==> config.mk <==
export PLATFORM = sky130hd
export DESIGN_NAME = stopwatch_lap
export DESIGN_NICKNAME = d
export VERILOG_FILES = /design/src/rtl/stopwatch_pkg.sv /design/src/rtl/stopwatch_lap_fifo.sv /design/src/rtl/stopwatch_lap.sv
export SDC_FILE = /design/constraint.sdc
export NUM_CORES = 1
export LEC_CHECK = 0
export BUFFER_PORTS_ARGS = -buffer_cell sky130_fd_sc_hd__buf_2
export CAP_MARGIN = 20
export CORE_MARGIN = 2
export CORE_UTILIZATION = 52
export CTS_CLUSTER_DIAMETER = 100
export DETAILED_ROUTE_END_ITERATION = 7
export HOLD_SLACK_MARGIN = 0.06
export PLACE_DENSITY = 0.84
export RECOVER_POWER = 25
export SLEW_MARGIN = 10
export SYNTH_ARGS = -nofsm -noshare
export SYNTH_HDL_FRONTEND = slang
export SYNTH_SLANG_ARGS = --single-unit
==> constraint.sdc <==
create_clock -name clk_i -period 2.54 [get_ports clk_i]
set_input_delay 0.508 -clock clk_i [delete_from_list [all_inputs] [get_ports clk_i]]
set_output_delay 0.508 -clock clk_i [all_outputs]
set_load 0.1 [all_outputs]
==> src/rtl/stopwatch_pkg.sv <==
// Shared types and helpers for the stopwatch_lap block.
// Optional lap FIFO is enabled by defining STOPWATCH_LAP_EN.
package stopwatch_pkg;

    typedef enum logic [1:0] {
        IDLE   = 2'd0,
        RUN    = 2'd1,
        PAUSED = 2'd2
    } state_e;

    function automatic int pre_width(input int prescale);
        return (prescale <= 2) ? 1 : $clog2(prescale);
    endfunction

endpackage

==> src/rtl/stopwatch_lap_fifo.sv <==
// Synchronous first-word fall-through FIFO holding captured lap times.
// Head reads as zero while empty so the consumer never sees stale data.
module lap_fifo #(
    parameter int WIDTH = 16,
    parameter int DEPTH = 4
) (
    input  logic             clk_i,
    input  logic             reset_ni,
    input  logic             flush_i,
    input  logic             push_i,
    input  logic             pop_i,
    input  logic [WIDTH-1:0] data_i,
    output logic [WIDTH-1:0] data_o,
    output logic             full_o,
    output logic             empty_o
);

    localparam int AW = $clog2(DEPTH);

    logic [WIDTH-1:0] mem [DEPTH];
    logic [AW:0]      wr_ptr;
    logic [AW:0]      rd_ptr;

    assign empty_o = (wr_ptr == rd_ptr);
    assign full_o  = (wr_ptr[AW] != rd_ptr[AW]) &&
                     (wr_ptr[AW-1:0] == rd_ptr[AW-1:0]);
    assign data_o  = empty_o ? '0 : mem[rd_ptr[AW-1:0]];

    always_ff @(posedge clk_i or negedge reset_ni) begin
        if (!reset_ni) begin
            wr_ptr <= '0;
            rd_ptr <= '0;
        end else if (flush_i) begin
            wr_ptr <= '0;
            rd_ptr <= '0;
        end else begin
            if (push_i)
                wr_ptr <= wr_ptr + (AW+1)'(1);
            if (pop_i && !empty_o)
                rd_ptr <= rd_ptr + (AW+1)'(1);
        end
    end

    always_ff @(posedge clk_i) begin
        if (push_i && !flush_i)
            mem[wr_ptr[AW-1:0]] <= data_i;
    end

endmodule

==> src/rtl/stopwatch_lap.sv <==
// Prescaled stopwatch with start/stop/clear, sticky overflow and lap capture.
// Lap FIFO is built only when STOPWATCH_LAP_EN is defined.
module stopwatch_lap
    import stopwatch_pkg::*;
#(
    parameter int WIDTH     = 16,
    parameter int PRESCALE  = 1,
    parameter int LAP_DEPTH = 4
) (
    input  logic             clk_i,
    input  logic             reset_ni,
    input  logic             start_i,
    input  logic             stop_i,
    input  logic             clear_i,
    input  logic             lap_i,
    input  logic             lap_ready_i,
    output logic [WIDTH-1:0] time_o,
    output logic             running_o,
    output logic             overflow_o,
    output logic             lap_valid_o,
    output logic [WIDTH-1:0] lap_time_o,
    output logic             lap_overrun_o
);

    localparam int            PW   = pre_width(PRESCALE);
    localparam logic [PW-1:0] PMAX = PW'(PRESCALE - 1);

    state_e           state;
    state_e           state_n;
    logic [PW-1:0]    pre;
    logic [WIDTH-1:0] time_q;
    logic             ovf;
    logic             tick;

    assign tick = (state == RUN) && (pre == PMAX);

    always_comb begin
        state_n = state;
        unique case (state)
            IDLE:    if (start_i && !stop_i) state_n = RUN;
            RUN:     if (stop_i) state_n = PAUSED;
            PAUSED:  if (start_i && !stop_i) state_n = RUN;
            default: state_n = IDLE;
        endcase
        if (clear_i)
            state_n = IDLE;
    end

    always_ff @(posedge clk_i or negedge reset_ni) begin
        if (!reset_ni)
            state <= IDLE;
        else
            state <= state_n;
    end

    // Prescaler phase survives a pause so resumed timing stays exact.
    always_ff @(posedge clk_i or negedge reset_ni) begin
        if (!reset_ni) begin
            pre    <= '0;
            time_q <= '0;
            ovf    <= 1'b0;
        end else if (clear_i) begin
            pre    <= '0;
            time_q <= '0;
            ovf    <= 1'b0;
        end else if (state == RUN) begin
            pre <= tick ? '0 : pre + PW'(1);
            if (tick) begin
                time_q <= time_q + WIDTH'(1);
                if (&time_q)
                    ovf <= 1'b1;
            end
        end
    end

    assign time_o     = time_q;
    assign running_o  = (state == RUN);
    assign overflow_o = ovf;

`ifdef STOPWATCH_LAP_EN
    logic push;
    logic pop;
    logic full;
    logic empty;
    logic overrun;

    assign pop  = !empty && lap_ready_i;
    assign push = lap_i && !clear_i && (state != IDLE);

    always_ff @(posedge clk_i or negedge reset_ni) begin
        if (!reset_ni)
            overrun <= 1'b0;
        else if (clear_i)
            overrun <= 1'b0;
        else if (push && full && !pop)
            overrun <= 1'b1;
    end

    lap_fifo #(
        .WIDTH (WIDTH),
        .DEPTH (LAP_DEPTH)
    ) u_fifo (
        .clk_i    (clk_i),
        .reset_ni (reset_ni),
        .flush_i  (clear_i),
        .push_i   (push && (!full || pop)),
        .pop_i    (pop),
        .data_i   (time_q),
        .data_o   (lap_time_o),
        .full_o   (full),
        .empty_o  (empty)
    );

    assign lap_valid_o   = !empty;
    assign lap_overrun_o = overrun;
`else
    logic unused_lap;
    assign unused_lap    = lap_i ^ lap_ready_i;
    assign lap_valid_o   = 1'b0;
    assign lap_time_o    = '0;
    assign lap_overrun_o = 1'b0;
`endif

endmodule

==> results of run 1 <==
-- critical path, stage by stage, from the launching register on --
cell and delay (ns):
dfrtp_1 0.48, nor2b_2 0.32, buf_2 0.48
-- path summary, 6_finish.rpt --
path / startpoint / endpoint / slack [ns] / cells past startpoint
setup / recovery: state[0] / running_o / 0.45 / 2
hold / removal: reset_ni / time_o[11] / 0.37 / 1
setup reg to reg: time_o[3] / time_o[15] / 0.75 / 4
hold reg to reg: overflow_o / overflow_o / 0.54 / 2
max in group asynchronous: reset_ni / overflow_o / 1.53 / 1
min in group clk_i: stop_i / state[0] / 0.39 / 2
-- area by class of cell --
cell class | count | area share
Clock buffer | 4 | 0.0287
Inverter | 5 | 0.0149
Multi-Input combinational cell | 97 | 0.447
Sequential cell | 20 | 0.396
Tap cell | 28 | 0.0277
Timing Repair Buffer | 22 | 0.0861
-- cell usage after synthesis, types with 2 or more instances --
cell / instances / area share
a21oi_1: 6 / 0.026
nand2_1: 5 / 0.016
or3_1: 3 / 0.016
o21ai_0: 5 / 0.022
nand3b_1: 2 / 0.013
dfrtp_1: 20 / 0.43
nor3_1: 3 / 0.013
mux2_2: 2 / 0.019
nand4_1: 4 / 0.022
inv_1: 5 / 0.016
nor2b_1: 3 / 0.016
nor3b_1: 2 / 0.013
xor2_1: 3 / 0.023
buf_4: 18 / 0.12
xnor2_1: 5 / 0.038
nor4_1: 2 / 0.011
nor2_1: 16 / 0.052
and3_1: 2 / 0.011
nand3_1: 4 / 0.017
-- flip-flops by register name, indices dropped and copies added, names as in the netlist --
name        cells
time_o         16
overflow_o      1
state           2
pre             1
-- metrics by stage --
stage	area, um^2	cells
finish	1260	176
global route	1260	176
CTS	1260	176
detailed placement	1230	172
global placement	1230	172
floorplan	1230	142
-- report_power, final --
group / total [mW] / leakage (nW) / internal [mW] / switching, mW
registers: 0.325 / 0.278 / 0.321 / 0.00385
logic: 0.159 / 0.342 / 0.00941 / 0.150
clock network: 0.182 / 0.0210 / 0.0875 / 0.0947
-- kinds of logic after synthesis --
logic type | count (synthesis) | synth area share
other | 1 | 0.00323
XOR/XNOR | 8 | 0.0604
multiplexers | 3 | 0.0280
AO/OA/AOI/OAI | 14 | 0.0690
buffers and inverters | 25 | 0.139
AND/OR/NAND/NOR | 53 | 0.258
adder cells (fa/ha/maj) | 1 | 0.0108
flip-flops | 20 | 0.431
-- metal layers --
metal / wire, um / up-vias / track usage / share of wire
met5: 0 / - / 0 / 0
met4: 36 / 0 / 0.0658 / 0.017
met3: 81 / 5 / 0.0351 / 0.037
met2: 1100 / 22 / 0.325 / 0.51
met1: 945 / 445 / 0.243 / 0.44
li1: - / 437 / - / -
==> impl_results.md, run 1 <==
* Grt total ovfl at 0
* Least-Margin Pin Slew at between 1 and 1.5 ns
* Filler cells at 224
* Routed len/inst at around 12 um
* DRC violations left at 0
* Seq/Total Area, Yosys at 0.431
* Peak supply drop at between 0.4 and 0.5 mV
* Area Overhead vs Synth at 8.95%
* Layout net count at roughly 160
* Mean post-synth cell area at 9.28 um^2
* DRT Pass-1 Iters at 4
* Max-Cap Viols at 0
* Hold Buf Count CTS at 0
* Final worst setup slack at 0.454 ns
* Synth Register Bits at 20
* Yosys synthesis warning count at 0
* Die area at around 2600 um^2
* Row Count at 17
* Clock sinks at 20
* Post-DRT Antenna Nets at 0
* Cell Area, Synth at 1160 um^2
* Die height at 51.2 um
* Initial antenna violation count at 0
* Fin. Hold Viols at 0
* Mapped Cells at 125
* Reg clk slew, reported paths at 0.11 ns
* Pin count of the biggest net entering global routing at 23
* Hold_ws at about 0.37 ns
* Share of cells above drive strength 1 at 0.223
* # setup viols final at 0
* Worst skew pair latency at about 0.3 ns
* Pwr per Cell Area at 527 nW/um^2
* Vias at a little over 900
* Fmax at 479 MHz
* CTS max path bufs at 2
* Die W at 51.2 um
* Initial DRC count at 7
* Worst min path class: in2async
* Vias in the first global route at 844
* Routability Congestion at just under 0.8
* CTS tree: done
* CP endpoint kind: output port
* Most frequent cells in the layout: 21 x buf_2, 20 x dfrtp_1, 18 x conb_1
* Diode count at 0
* H-tree depth at 1
* Crit path time final at around 2.1 ns
* Final core occ at 0.582
* Multi-input gate area at around 560 um^2
* WP data arrival at 1.58 ns
* FF+latch area at between 500 and 600 um^2
* Async SR Flop Fraction at 1.00
* CTS resizes at 0
* Number of enable flip-flop cells after synthesis at 0
* Critical Path RT at 2.03 ns
* CP max FO at 6
* Slew margin rel. at 0.283
* Starting density of the core at 0.535
* Commonest non-fill, non-tap cell in the layout: buf_2
* Root Driver: clkbuf_4
* Critical path class: reg2out
* Setup repair bufs after CTS at 0
* Num CTS Buffers at 3
* DP Wirelength at 1.65 mm
* Prevailing post-synth register cell: dfrtp_1
* Cell variety after synth at 34
* Clk_skew at 0.00295 ns
* Final worst-path cycle share at 0.821
* Fin. max-slew vios at 0
* Core area at between 2000 and 2500 um^2
* RSZ-0062 raised after global routing: no
* Critical Path Start Type: register
* Vias per cell at between 5 and 6
* First-pass GRT wire length at 3.75 mm
* I/O pins at 43
* Gr usage total at 0.191
* Leakage power at 0.642 nW
* Setup TNS at 0 ns
* Total power at 0.666 mW
* Status: finished clean
* Routed wire length at about 2.2 mm
* Pre-CTS WS at 0.772 ns
* Number of port buffers at 22
No activity file was read; power rests on OpenSTA's default activity.
==> inputs of run 2 (changes only) <==
--- a/config.mk
+++ b/config.mk
@@ -5,14 +5,15 @@
 export SDC_FILE = /design/constraint.sdc
 export NUM_CORES = 1
 export LEC_CHECK = 0
+export ABC_AREA = 1
 export BUFFER_PORTS_ARGS = -buffer_cell sky130_fd_sc_hd__buf_2
 export CAP_MARGIN = 20
 export CORE_MARGIN = 2
-export CORE_UTILIZATION = 52
+export CORE_UTILIZATION = 50
 export CTS_CLUSTER_DIAMETER = 100
 export DETAILED_ROUTE_END_ITERATION = 7
 export HOLD_SLACK_MARGIN = 0.06
-export PLACE_DENSITY = 0.84
+export PLACE_DENSITY = 0.79
 export RECOVER_POWER = 25
 export SLEW_MARGIN = 10
 export SYNTH_ARGS = -nofsm -noshare
==> constraint.sdc (replaced) <==
create_clock -name clk_i -period 2 [get_ports clk_i]
set_input_delay 0.4 -clock clk_i [delete_from_list [all_inputs] [get_ports clk_i]]
set_output_delay 0.4 -clock clk_i [all_outputs]
set_load 0.1 [all_outputs]
==> impl_results.md, run 2 <==
* Hold Buf Count CTS at 1
* Cell variety after synth at 24
* I/O pins at 43
* Area Overhead vs Synth at 9.38%
* Layout net count at between 200 and 250
* First-pass GRT wire length at approximately 4.1 mm
* Cell Area, Synth at about 1300 um^2
* Num CTS Buffers at 3
* CP max FO at 4
* Core area at between 2000 and 2500 um^2
* Most instantiated cells after synthesis: 39 x nand2_1, 24 x nor2_1, 20 x dfrtp_1
* Crit path time final at 1.86 ns
* CTS tree: done
* Starting density of the core at 0.527
* Max-Cap Viols at 0
* Setup TNS at 0 ns
* Top cells by area, synth: dfrtp_1 39%, nand2_1 11%, buf_4 10%
* Share of cells above drive strength 1 at 0.227
* Vias in the first global route at 953
* Diode count at 0
* Yosys synthesis warning count at 0
* Post-DRT Antenna Nets at 0
* CTS resizes at 0
* Gr usage total at 0.189
* Mean post-synth cell area at about 7.5 um^2
* Slew margin rel. at 0.293
* Max reg flops at 16
* Synth top area share at 0.387
* Setup repair bufs after CTS at 0
* Vias at 1086
* Mapped Cells at 173
* Worst min path class: in2reg
* Filler cells at 260
* Pin count of the biggest net entering global routing at 21
* Internal at 0.537 mW
* Clk pwr share at 0.274
* Combinational fraction of design power at 0.252
* Root Driver: clkbuf_4
* Routed len/inst at 10.7 um
* Critical Path Start Type: register
* DRT Pass-1 Iters at 4
* Placed Area at about 1400 um^2
* Seq pwr share at 0.474
* Reg clk slew, reported paths at 0.10 ns
* Critical Path RT at 1.60 ns
* Die area at 3010 um^2
* Worst skew pair latency at 0.31 ns
* # setup viols final at 0
* Most frequent cells in the layout: 39 x nand2_1, 24 x nor2_1, 21 x buf_2
* CTS max path bufs at 2
* Grt total ovfl at 0
* Routability Congestion at 0.847
* Initial DRC count at 22
* Most common cell in the netlist: nand2_1
* Fin. Hold Viols at 0
* Clock sinks at 20
* DRC violations left at 0
* CP endpoint kind: output port
* Status: finished clean
* Least-Margin Pin Slew at 1.06 ns
* Leakage power at ~0.76 nW
* WP data arrival at 1.46 ns
* Sw Pwr at approximately 0.33 mW
* RSZ-0062 raised after global routing: no
* Routed wire length at 2.44 mm
* Prevailing post-synth register cell: dfrtp_1
* Sw frac at 0.384
* Vias per cell at 4.76
* Hold Crit Depth at 2
* Final worst-path cycle share at 0.929
* Seq/Total Area, Yosys at 0.387
* H-tree depth at 1
* Commonest non-fill, non-tap cell in the layout: nand2_1
* Clk_skew at 0.0140 ns
* Number of enable flip-flop cells after synthesis at 0
* Design Area, Final at 1420 um^2
* DP Wirelength at roughly 1.9 mm
* Pwr per Cell Area at 615 nW/um^2
* Die height at 54.9 um
* Fin. max-slew vios at 0
* Worst reg-to-reg path cell count at 6
* Cell taking the most area after synthesis: dfrtp_1
* Async SR Flop Fraction at 1.00
* Number of port buffers at 22
* Initial antenna violation count at 0
* Peak supply drop at 0.459 mV
* Row Count at 18
* Synth Register Bits at 20
* Fmax at 538 MHz
* Critical path class: reg2out
* Die W at 54.9 um
[run 2: changes by cell type in the layout (fill, tap and decap cells not counted), moves of 4 or more]
| cell | delta |
|---|---|
| nand2_1 | +34 |
| inv_1 | +14 |
| nor2_1 | +8 |
| xnor2_1 | -5 |
| a21oi_1 | +4 |
| nand3_1 | +4 |
[run 2: final timing paths]
check                          start    endpoint  slack [ns]
max                         state[1]   running_o        0.14
min reg2reg                time_o[0]   time_o[0]        0.50
min                           stop_i    state[0]        0.26
min in group asynchronous   reset_ni  time_o[13]        0.78
max reg2reg                time_o[0]  time_o[10]        0.68
max in group asynchronous   reset_ni   time_o[0]        0.50
[run 2: per-stage QoR]
stage / utilization / power, mW / cells / setup slack, ns / hold slack, ns
6_report: 0.576 / 0.871 / 228 / 0.142 / 0.260
5_1_grt: 0.576 / 0.913 / 228 / 0.0450 / 0.246
4_1_cts: 0.577 / 0.880 / 228 / 0.121 / 0.249
3_5_place_dp: 0.558 / 0.639 / 223 / 0.474 / 0.376
3_3_place_gp: 0.558 / 0.638 / 223 / 0.482 / 0.373
2_1_floorplan: - / 0.644 / 190 / 0.154 / 0.104
[run 2: logic make-up (layout without fill, tap and decap cells)]
family	count (synthesis)	count (layout)	share of synthesized area
compound gates	19	19	0.0754
other cells	1	18	0.00290
buf+inv	41	49	0.173
flops	20	20	0.387
simple gates	91	91	0.352
fa+ha+maj	1	1	0.00967
[run 2: cell type report]
type	count	area, um^2	area share
flip-flops and latches	20	503	0.355
repair buffers	24	126	0.0893
inverters	21	78.8	0.0557
well taps	30	37.5	0.0265
multi-input cells	129	633	0.447
clock buffers	4	36.3	0.0256
[run 2: per-layer routing]
| layer | wire [um] | GRT usage | part of all wire | vias up |
|---|---|---|---|---|
| li1 | - | - | - | 554 |
| met1 | 1140 | 0.249 | 0.47 | 497 |
| met2 | 1140 | 0.315 | 0.46 | 35 |
| met3 | 169 | 0.0574 | 0.069 | 0 |
| met4 | 0 | 0.0125 | 0 | 0 |
| met5 | 0 | 0 | 0 | - |
[run 2: power groups by stage]
stage                     logic, mW  clock network [mW]  registers [mW]
final                         0.219               0.239           0.413
after detailed placement      0.218                   0           0.421
after floorplan               0.213                   0           0.432
after global placement        0.218                   0           0.420
after CTS                     0.220               0.247           0.413
after global routing          0.231               0.269           0.413
[run 2: worst max-delay path, cell delays in order, from the launching register on]
cell     delay [ns]
dfrtp_1        0.37
inv_1          0.14
nand2_2        0.09
inv_1          0.12
buf_2          0.44
==> inputs of run 3 (changes only) <==
--- a/config.mk
+++ b/config.mk
@@ -8,7 +8,6 @@
 export ABC_AREA = 1
 export BUFFER_PORTS_ARGS = -buffer_cell sky130_fd_sc_hd__buf_2
 export CAP_MARGIN = 20
-export CORE_MARGIN = 2
 export CORE_UTILIZATION = 50
 export CTS_CLUSTER_DIAMETER = 100
 export DETAILED_ROUTE_END_ITERATION = 7
==> impl_results.md, run 3 (synthesis results as in run 2) <==
* Status: finished clean
* Diode count at 0
* Multi-input gate area at 633 um^2
* Routability Congestion at about 0.9
* Layout net count at 207
* Worst path slowest cell: buf_2
* H-tree depth at 1
* Grt total ovfl at 0
* CTS resizes at 0
* Max reg flops at 16
* Root Driver: clkbuf_4
* WP data arrival at 1.50 ns
* Clk_skew at 0.00408 ns
* FF+latch area at just over 500 um^2
* Initial DRC count at 16
* CP max FO at 4
* Routed len/inst at 10.8 um
* Area Overhead vs Synth at 9.38%
* Cells along the critical path: inv_1 > nand2_2 > inv_1 > buf_2
* Max-Cap Viols at 0
* Num CTS Buffers at 3
* Gr usage total at 0.209
* Fmax at ~530 MHz
* First-pass GRT wire length at roughly 4.3 mm
* Initial antenna violation count at 0
* # setup viols final at 0
* Clock sinks at 20
* DP Wirelength at 1.87 mm
* DRC violations left at 0
* Starting density of the core at 0.527
* Die area at 2790 um^2
* CP max stage delay at 0.45 ns
* Worst skew pair latency at 0.30 ns
* Critical Path RT at 1.60 ns
* CP endpoint kind: output port
* Filler cells at 247
* DRT Pass-1 Iters at 4
* Commonest non-fill, non-tap cell in the layout: nand2_1
* Most frequent cells in the layout: 39 x nand2_1, 24 x nor2_1, 21 x buf_2
* Critical path class: reg2out
* Peak supply drop at 0.509 mV
* Total power at 0.863 mW
* Final worst-path cycle share at 0.949
* Row Count at 18
* Reg clk slew, reported paths at 0.10 ns
* Critical Path Start Type: register
* Die height at between 50 and 60 um
* CP dominant cell by count: inv_1
* Number of port buffers at 22
* Worst min path class: in2reg
* Core area at 2450 um^2
* Fin. max-slew vios at 0
* Routed wire length at ~2.5 mm
* Crit path time final at 1.90 ns
* Pwr per Cell Area at a little over 600 nW/um^2
* Pin count of the biggest net entering global routing at 21
* Vias in the first global route at between 1000 and 1500
* Die W at 52.9 um
* Vias per cell at 4.71
* Vias at ~1100
* Leakage power at 0.758 nW
* Least-Margin Pin Slew at 1.08 ns
* I/O pins at 43
* Slew margin rel. at 0.282
* Share of cells above drive strength 1 at 0.227
* RSZ-0062 raised after global routing: no
* CTS max path bufs at 2
* Fin. Hold Viols at 0
* Post-DRT Antenna Nets at 0
* Setup TNS at 0 ns
* CTS tree: done
[run 3: cell counts in the layout (fill, tap and decap cells not counted)]
No cell type changed its count.
[run 3: worst paths after layout]
kind                                 start    endpoint  slack, ns  cells past startpoint
min in group asynchronous         reset_ni  time_o[11]       0.82                      2
worst min-delay path                stop_i    state[0]       0.26                      2
worst max-delay path              state[1]   running_o       0.10                      4
worst min register to register  overflow_o  overflow_o       0.50                      2
worst max register to register   time_o[0]  time_o[10]       0.69                      6
max in group asynchronous         reset_ni   time_o[0]       0.46                      2
[run 3: area by class of cell]
type / count / area share
Sequential cell: 20 / 0.355
Inverter: 21 / 0.0557
Multi-Input combinational cell: 129 / 0.447
Tap cell: 30 / 0.0265
Clock buffer: 4 / 0.0256
Timing Repair Buffer: 24 / 0.0893
[run 3: power breakdown]
group | internal [mW] | leakage, nW | total (mW) | switching (mW)
Sequential | 0.409 | 0.275 | 0.413 | 0.00422
Combinational | 0.0169 | 0.463 | 0.220 | 0.203
Clock | 0.111 | 0.0210 | 0.230 | 0.119
[run 3: what timing repair did]
action,in CTS,in global routing
hold buffers,1,0
setup buffers,0,0
endpoints found under the hold margin,20,0
[run 3: layer usage]
metal  wire length (um)  track usage  share of wire  vias up
met3                137       0.0517          0.056        4
met4                 19       0.0570         0.0077        0
met5                  0            0              0        -
li1                   -            -              -      558
met2               1150        0.350           0.47       36
met1               1160        0.265           0.47      475
[run 3: metrics by stage]
step | std cells | hold WS (ns) | instance area, um^2 | utilization | setup WS, ns
2_1_floorplan | 190 | 0.104 | 1360 | - | 0.154
3_3_place_gp | 223 | 0.369 | 1370 | 0.558 | 0.485
3_5_place_dp | 223 | 0.371 | 1370 | 0.558 | 0.465
4_1_cts | 228 | 0.252 | 1420 | 0.577 | 0.113
5_1_grt | 228 | 0.240 | 1420 | 0.576 | 0.0126
6_report | 228 | 0.263 | 1420 | 0.576 | 0.101
[run 3: critical path: cells and delay by family (launching register included)]
kind / cells / cell delay, ns
DFF: 1 / 0.38
and+or+nand+nor: 1 / 0.10
buffers and inverters: 3 / 0.72
